==> config.mk <==
export PLATFORM = sky130hd
export DESIGN_NAME = if_stage_flat
export DESIGN_NICKNAME = d
export VERILOG_FILES = /design/src/rtl/if_stage_if.sv /design/src/rtl/if_stage.sv /design/src/flat_wrapper.sv
export SDC_FILE = /design/constraint.sdc
export NUM_CORES = 1
export LEC_CHECK = 0
export CAP_MARGIN = 20
export CORE_ASPECT_RATIO = 1.75
export CORE_MARGIN = 3
export CORE_UTILIZATION = 47
export CTS_CLUSTER_SIZE = 12
export DETAILED_ROUTE_END_ITERATION = 8
export PLACE_DENSITY = 0.88
export SLEW_MARGIN = 20
export SYNTH_ARGS = -nofsm -noshare
export SYNTH_HDL_FRONTEND = slang
export SYNTH_SLANG_ARGS = --single-unit
export TNS_END_PERCENT = 100
==> constraint.sdc <==
create_clock -name Clock -period 3.4 [get_ports Clock]
set_input_delay 0.34 -clock Clock [delete_from_list [all_inputs] [get_ports Clock]]
set_output_delay 0.34 -clock Clock [all_outputs]
set_load 0.1 [all_outputs]
==> src/rtl/if_stage_if.sv <==
// Fetch-stage bus: stall/redirect inputs, ROM address/data, instruction hand-off to ID.
// Pure wiring; no latency of its own.
// Backpressure travels on iStall; the master side freezes while it is high.
interface if_stage_if #(
    parameter int ADDR_W  = 10,
    parameter int INSTR_W = 16
);
    logic               iStall;
    logic               iBranchTaken;
    logic [ADDR_W-1:0]  iBranchDir;
    logic [ADDR_W-1:0]  oInstrAddr;
    logic [INSTR_W-1:0] iInstrData;
    logic [INSTR_W-1:0] oInstr;
    logic [ADDR_W-1:0]  oNewPC;
    logic               oValid;

    // Fetch stage side
    modport master (
        input  iStall, iBranchTaken, iBranchDir, iInstrData,
        output oInstrAddr, oInstr, oNewPC, oValid
    );

    // Environment side: pipeline control, ROM and ID stage
    modport slave (
        output iStall, iBranchTaken, iBranchDir, iInstrData,
        input  oInstrAddr, oInstr, oNewPC, oValid
    );
endinterface

==> src/rtl/if_stage.sv <==
// Instruction fetch: owns the PC, drives a sync-read ROM, hands instruction + PC+1 to ID.
// Latency: 2 cycles from address issue to oInstr; a redirect costs 2 bubble cycles.
// Backpressure: iStall freezes PC and outputs and re-issues the in-flight address to the ROM.
module if_stage #(
    parameter int              ADDR_W    = 10,
    parameter int              INSTR_W   = 16,
    parameter logic [15:0]     NOP_INSTR = 16'h0000
) (
    input  logic      Clock,
    input  logic      Reset,
    if_stage_if.master bus
);

    typedef enum logic {FILL = 1'b0, RUN = 1'b1} state_t;

    localparam logic [ADDR_W-1:0]  ADDR_ONE = ADDR_W'(1);
    localparam logic [INSTR_W-1:0] NOP_W    = INSTR_W'(NOP_INSTR);

    state_t             state_q, state_d;
    logic [ADDR_W-1:0]  pc_q, pc_d;
    logic [ADDR_W-1:0]  fetch_addr_q, fetch_addr_d;
    logic [INSTR_W-1:0] instr_q, instr_d;
    logic [ADDR_W-1:0]  new_pc_q, new_pc_d;
    logic               valid_q, valid_d;

    // Under a RUN stall re-issue fetchAddr so the ROM keeps returning the word it belongs to
    always_comb begin
        bus.oInstrAddr = (state_q == RUN && bus.iStall) ? fetch_addr_q : pc_q;
    end

    // Next-state: branch beats stall beats normal advance
    always_comb begin
        state_d      = state_q;
        pc_d         = pc_q;
        fetch_addr_d = fetch_addr_q;
        instr_d      = instr_q;
        new_pc_d     = new_pc_q;
        valid_d      = valid_q;

        if (bus.iBranchTaken) begin
            // Word in flight is dropped; oNewPC intentionally keeps its last value
            pc_d    = bus.iBranchDir;
            state_d = FILL;
            instr_d = NOP_W;
            valid_d = 1'b0;
        end else if (!bus.iStall) begin
            unique case (state_q)
                FILL: begin
                    fetch_addr_d = pc_q;
                    pc_d         = pc_q + ADDR_ONE;
                    state_d      = RUN;
                    instr_d      = NOP_W;
                    valid_d      = 1'b0;
                end
                RUN: begin
                    instr_d      = bus.iInstrData;
                    new_pc_d     = fetch_addr_q + ADDR_ONE;
                    valid_d      = 1'b1;
                    fetch_addr_d = pc_q;
                    pc_d         = pc_q + ADDR_ONE;
                end
                default: ;
            endcase
        end
    end

    // State and output registers with synchronous reset
    always_ff @(posedge Clock) begin
        if (Reset) begin
            state_q      <= FILL;
            pc_q         <= '0;
            fetch_addr_q <= '0;
            instr_q      <= NOP_W;
            new_pc_q     <= '0;
            valid_q      <= 1'b0;
        end else begin
            state_q      <= state_d;
            pc_q         <= pc_d;
            fetch_addr_q <= fetch_addr_d;
            instr_q      <= instr_d;
            new_pc_q     <= new_pc_d;
            valid_q      <= valid_d;
        end
    end

    assign bus.oInstr = instr_q;
    assign bus.oNewPC = new_pc_q;
    assign bus.oValid = valid_q;

endmodule

==> src/flat_wrapper.sv <==
// flat-port wrapper written by rule: the top's interface ports become plain ports
module if_stage_flat 
#(
    parameter int              ADDR_W    = 10,
    parameter int              INSTR_W   = 16,
    parameter logic [15:0]     NOP_INSTR = 16'h0000
)
  (Clock, Reset, bus_iStall, bus_iBranchTaken, bus_iBranchDir, bus_iInstrData, bus_oInstrAddr, bus_oInstr, bus_oNewPC, bus_oValid);
  if_stage_if #(.ADDR_W(ADDR_W), .INSTR_W(INSTR_W)) bus_i ();
  input  logic Clock;
  input  logic Reset;
  input wire logic [$bits(bus_i.iStall)-1:0] bus_iStall;
  input wire logic [$bits(bus_i.iBranchTaken)-1:0] bus_iBranchTaken;
  input wire logic [$bits(bus_i.iBranchDir)-1:0] bus_iBranchDir;
  input wire logic [$bits(bus_i.iInstrData)-1:0] bus_iInstrData;
  output wire logic [$bits(bus_i.oInstrAddr)-1:0] bus_oInstrAddr;
  output wire logic [$bits(bus_i.oInstr)-1:0] bus_oInstr;
  output wire logic [$bits(bus_i.oNewPC)-1:0] bus_oNewPC;
  output wire logic [$bits(bus_i.oValid)-1:0] bus_oValid;
  assign bus_i.iStall = bus_iStall;
  assign bus_i.iBranchTaken = bus_iBranchTaken;
  assign bus_i.iBranchDir = bus_iBranchDir;
  assign bus_i.iInstrData = bus_iInstrData;
  assign bus_oInstrAddr = bus_i.oInstrAddr;
  assign bus_oInstr = bus_i.oInstr;
  assign bus_oNewPC = bus_i.oNewPC;
  assign bus_oValid = bus_i.oValid;
  if_stage #(.ADDR_W(ADDR_W), .INSTR_W(INSTR_W), .NOP_INSTR(NOP_INSTR)) u_core (.Clock(Clock), .Reset(Reset), .bus(bus_i));
endmodule
## Yosys cells after proc, flatten, opt, wreduce, memory -nomap -nowiden

Index checks and enable logic that the tools add are counted.
W data, S select, Z words.

| storage, ports and cells | value |
|---|---|
| memories kept | 0 |
| bits in read-only memories | 0 |
| memory bits (writable) | 0 |
| bits in latches | 0 |
| register bits after elaboration | 48 |
| logic and storage cells | 21 |

| operators by class | value |
|---|---|
| add/sub/neg operators | 2 |
| shift operators | 0 |
| divide/modulo/power cells | 0 |
| order comparisons | 0 |
| mux-type cells | 5 |
| reductions and logical operators | 4 |
| equal/unequal tests | 1 |
| multiply operators | 0 |
| bitwise logic cells | 3 |

Operators by type and width:

| cell | count |
|---|---|
| $pmux W16 S2 | 1 |
| $mux W10 | 3 |
| $add A10 B1 Y10 const B | 2 |
| $not A1 Y1 | 3 |
| $reduce_and A3 Y1 | 1 |
| $ne A2 B1 Y1 const B | 1 |
| $pmux W1 S2 | 1 |
| $reduce_and A2 Y1 | 1 |
| $reduce_or A2 Y1 | 1 |
| $logic_and A1 B1 Y1 | 1 |

## Logic depth before layout (Yosys ltp)

| logic depth | value |
|---|---|
| depth after elaboration | 3 |
| gate-level depth with buffers | 6 |
| depth with buffers taken out | 4 |

## Least setup slack after synthesis

No wires, ideal clock.

| path | value |
|---|---|
| path type | input to output |
| start | in bus_iStall |
| end | out bus_oInstrAddr[4] |
| setup slack | 229 ps |
| arrival | 2,831 ps |
| stages | 4 |
| path through | buf_6 nand2_1 buf_2 o21ai_0 |

| on the way | value |
|---|---|
| longest elaborated chain between the ends | 2 |

RTL lines:

| element | line | RTL |
|---|---|---|
| from (decl) | flat_wrapper.sv:12 | `input wire logic [$bits(bus_i.iStall)-1:0] bus_iStall;` |
| $logic_and A1 B1 Y1 | if_stage.sv:28 | `bus.oInstrAddr = (state_q == RUN && bus.iStall) ? fetch_addr_q : pc_q;` |
| $mux W10 | if_stage.sv:28 |  |
| to (decl) | flat_wrapper.sv:16 | `output wire logic [$bits(bus_i.oInstrAddr)-1:0] bus_oInstrAddr;` |

No other way between the ends.

## Worst setup path in the final report

Same ends and word-level chain as after synthesis.

==> key figures <==
Outcome
  • Outcome: finished clean

Logic synthesis
  • EDFF count, synth: 0
  • Synth Flop Type: dfxtp_1
  • Count leader, synth: dfxtp_1
  • Post-synth design cell area: approximately 2200 µm²
  • Top cells by area, synth: dfxtp_1 (44%), a22oi_1 (5.5%), nand2_1 (5.5%), nor2_1 (5.1%), mux2_2 (4.6%)
  • Synth Instances: 245
  • Post-synth top cells: dfxtp_1 (48), nand2_1 (32), nor2_1 (30)
  • Post-Syn Nets: 277
  • Yosys top cell area share: between 40% and 50%
  • Syn_area_per_cell: just under 9 µm²
  • Sequential fraction of the synthesis area: 43.9%
  • Synth Warn #: 0
  • Post-synthesis register bit count: 48
  • Area leader, netlist: dfxtp_1
  • Share of synthesized registers carrying an async set or reset: 0%
  • Synth unique cells: 40

Floorplanning
  • Initial core utilization: about half
  • Die Y: around 96 µm
  • Core Area: approximately 4400 µm²
  • Die Width: about 58 µm
  • Num rows: 32
  • Die area: 5540 µm²
  • I/O pins: 67

CTS
  • CTS H-tree depth: 2
  • Sink Count: 48
  • Post-CTS setup buffers: 0
  • CTS Buf Count: 5
  • Max Root-Sink Buffers: 2
  • CTS tree: done
  • Clock Latency Late Sink: 0.30 ns
  • Root Buffer: clkbuf_8
  • Hold buffer count at cts: 0
  • Clock transition at path regs: ~0.080 ns
  • CTS resizes: 0

Cells and area
  • Multi-input gate area: between 1000 and 1500 µm²
  • Final core utilization: 68.6%
  • Area grow syn2layout: 39.4%
  • Fillers: between 300 and 400
  • Final-stage net count: between 300 and 400
  • Ant diodes: 0
  • FF/Latch Area: between 900 and 1000 µm²
  • Layout cell share with drive strength beyond 1: between 10% and 20%

Timing
  • Rel. slew slack: about a third
  • Total negative slack: 0 ns
  • RSZ-0062 raised after global routing: no
  • Slew @ Worst Pin: ~1 ns
  • Clk_skew: about 0.0070 ns
  • Final setup violation count: 0
  • Fmax: around 0.39 GHz
  • Final slew viol count: 0
  • Final period util: about three quarters
  • Final Critical Period: 2.55 ns
  • Final hold violation count: 0

Hold path
  • Worst hold stages: 2
  • Worst Hold Class: flop to flop

Pwr
  • Total power: ~1300 µW
  • Leakage: between 0.001 and 0.0015 µW
  • Peak supply drop: around 0.39 mV
  • Pwr Density: around 420 nW/µm²

Job
  • Max-cap violations: 0

Critical path
  • Reg2Reg Depth: 4
  • CP endpoint kind: output pin
  • Kind of critical path: input pin to output pin
  • CP max FO: 13
  • Crit path required time: around 3 ns
  • CP arrival: 2.21 ns
  • Critical Path Start Type: input pin

Global route
  • Largest net degree at the start of global routing: 31
  • Global route overflow: 0
  • Vias in the first global route: around 1900
  • GRT Total Usage: a little under a fifth
  • Initial antenna violation count: 0
  • Global-route wire length before repair: between 8000 and 9000 µm

Route
  • DRT Pass-1 Iters: 4
  • Final ANT Viol Nets: 0
  • Final wirelength: 5000 µm
  • Vias per inst: 5.51
  • Number of remaining DRC errors: 0
  • Routed len/inst: between 10 and 15 µm
  • Via count: 1951
  • Initial DRC count: 52

Placed design
  • RePlAce Congestion: 0.781
  • Dpl hpwl: 3710 µm
  • Port Buf Inserts: 66
layout by cell type, fill, tap and decap left out, types with 3 or more instances in the layout:
cell	count
a22oi_1	16
nand4_2	3
nand2_1	32
o21ai_0	11
or3_1	8
a311oi_1	3
dfxtp_1	48
a21oi_1	14
nand3_1	4
nor2_1	30
clkdlybuf4s50_1	56
a31oi_1	5
buf_12	10
xor2_1	3
a211oi_1	7
xnor2_1	4
inv_1	5
clkbuf_8	6
mux2_2	9
cell families after synthesis:
logic type | synth area share, %
mux | 5.09
buf+inv | 5.49
xor+xnor | 2.80
simple gates | 22.0
compound gates | 19.6
flops | 43.9
fa+ha+maj | 1.14
power breakdown:
part	internal, µW	switching (µW)	leakage (µW)	total (µW)
clock network	240	184	0.0000614	424
logic	99.5	154	0.000639	254
registers	579	23.3	0.000390	602
state kept, by name (all words and copies together) (netlist names):
| signal | flops |
|---|---|
| u_core.fetch_addr_q | 10 |
| u_core.state_q | 1 |
| u_core.pc_q | 10 |
| u_core.bus.oValid | 1 |
| u_core.bus.oNewPC | 10 |
| u_core.bus.oInstr | 16 |
worst max-delay path, stage by stage:
cell             delay [ns]
clkdlybuf4s50_1        0.78
nand2_1                0.43
o21ai_0                0.43
buf_12                 0.22
through the flow:
stage	hold WS (ns)	worst slack (ns)	cell area, µm²	cells
5_1_grt	0.520	0.695	3050	354
4_1_cts	0.487	0.840	3050	354
3_5_place_dp	0.475	0.850	2930	346
2_1_floorplan	0.452	0.229	2190	245
6_report	0.485	0.848	3050	354
3_3_place_gp	0.464	0.882	2930	346
final timing paths:
| check | start | endpoint | slack [ns] |
|---|---|---|---|
| max | bus_iStall | bus_oInstrAddr[4] | 0.85 |
| max reg2reg | u_core.pc_q[0]$_SDFFE_PP0P_ | u_core.pc_q[6]$_SDFFE_PP0P_ | 1.79 |
| min reg2reg | u_core.fetch_addr_q[8]$_SDFFE_PP0N_ | u_core.fetch_addr_q[8]$_SDFFE_PP0N_ | 0.49 |
| min | u_core.fetch_addr_q[8]$_SDFFE_PP0N_ | u_core.fetch_addr_q[8]$_SDFFE_PP0N_ | 0.49 |
metal layers:
layer  routed length (µm)  track usage [%]  up-vias
li1                     -                -      986
met5                    0                0        -
met2                 2670             35.5       60
met3                  296             4.83       10
met4                  116             8.51        0
met1                 1920             19.6      895
final cells by class:
type	count	area share, %
Timing Repair Buffer	68	25.4
Inverter	5	0.615
Clock buffer	6	2.71
Clock inverter	2	1.27
Sequential cell	48	31.5
Tap cell	51	2.09
Multi-Input combinational cell	174	36.4
(Power assumes the default switching activity.)
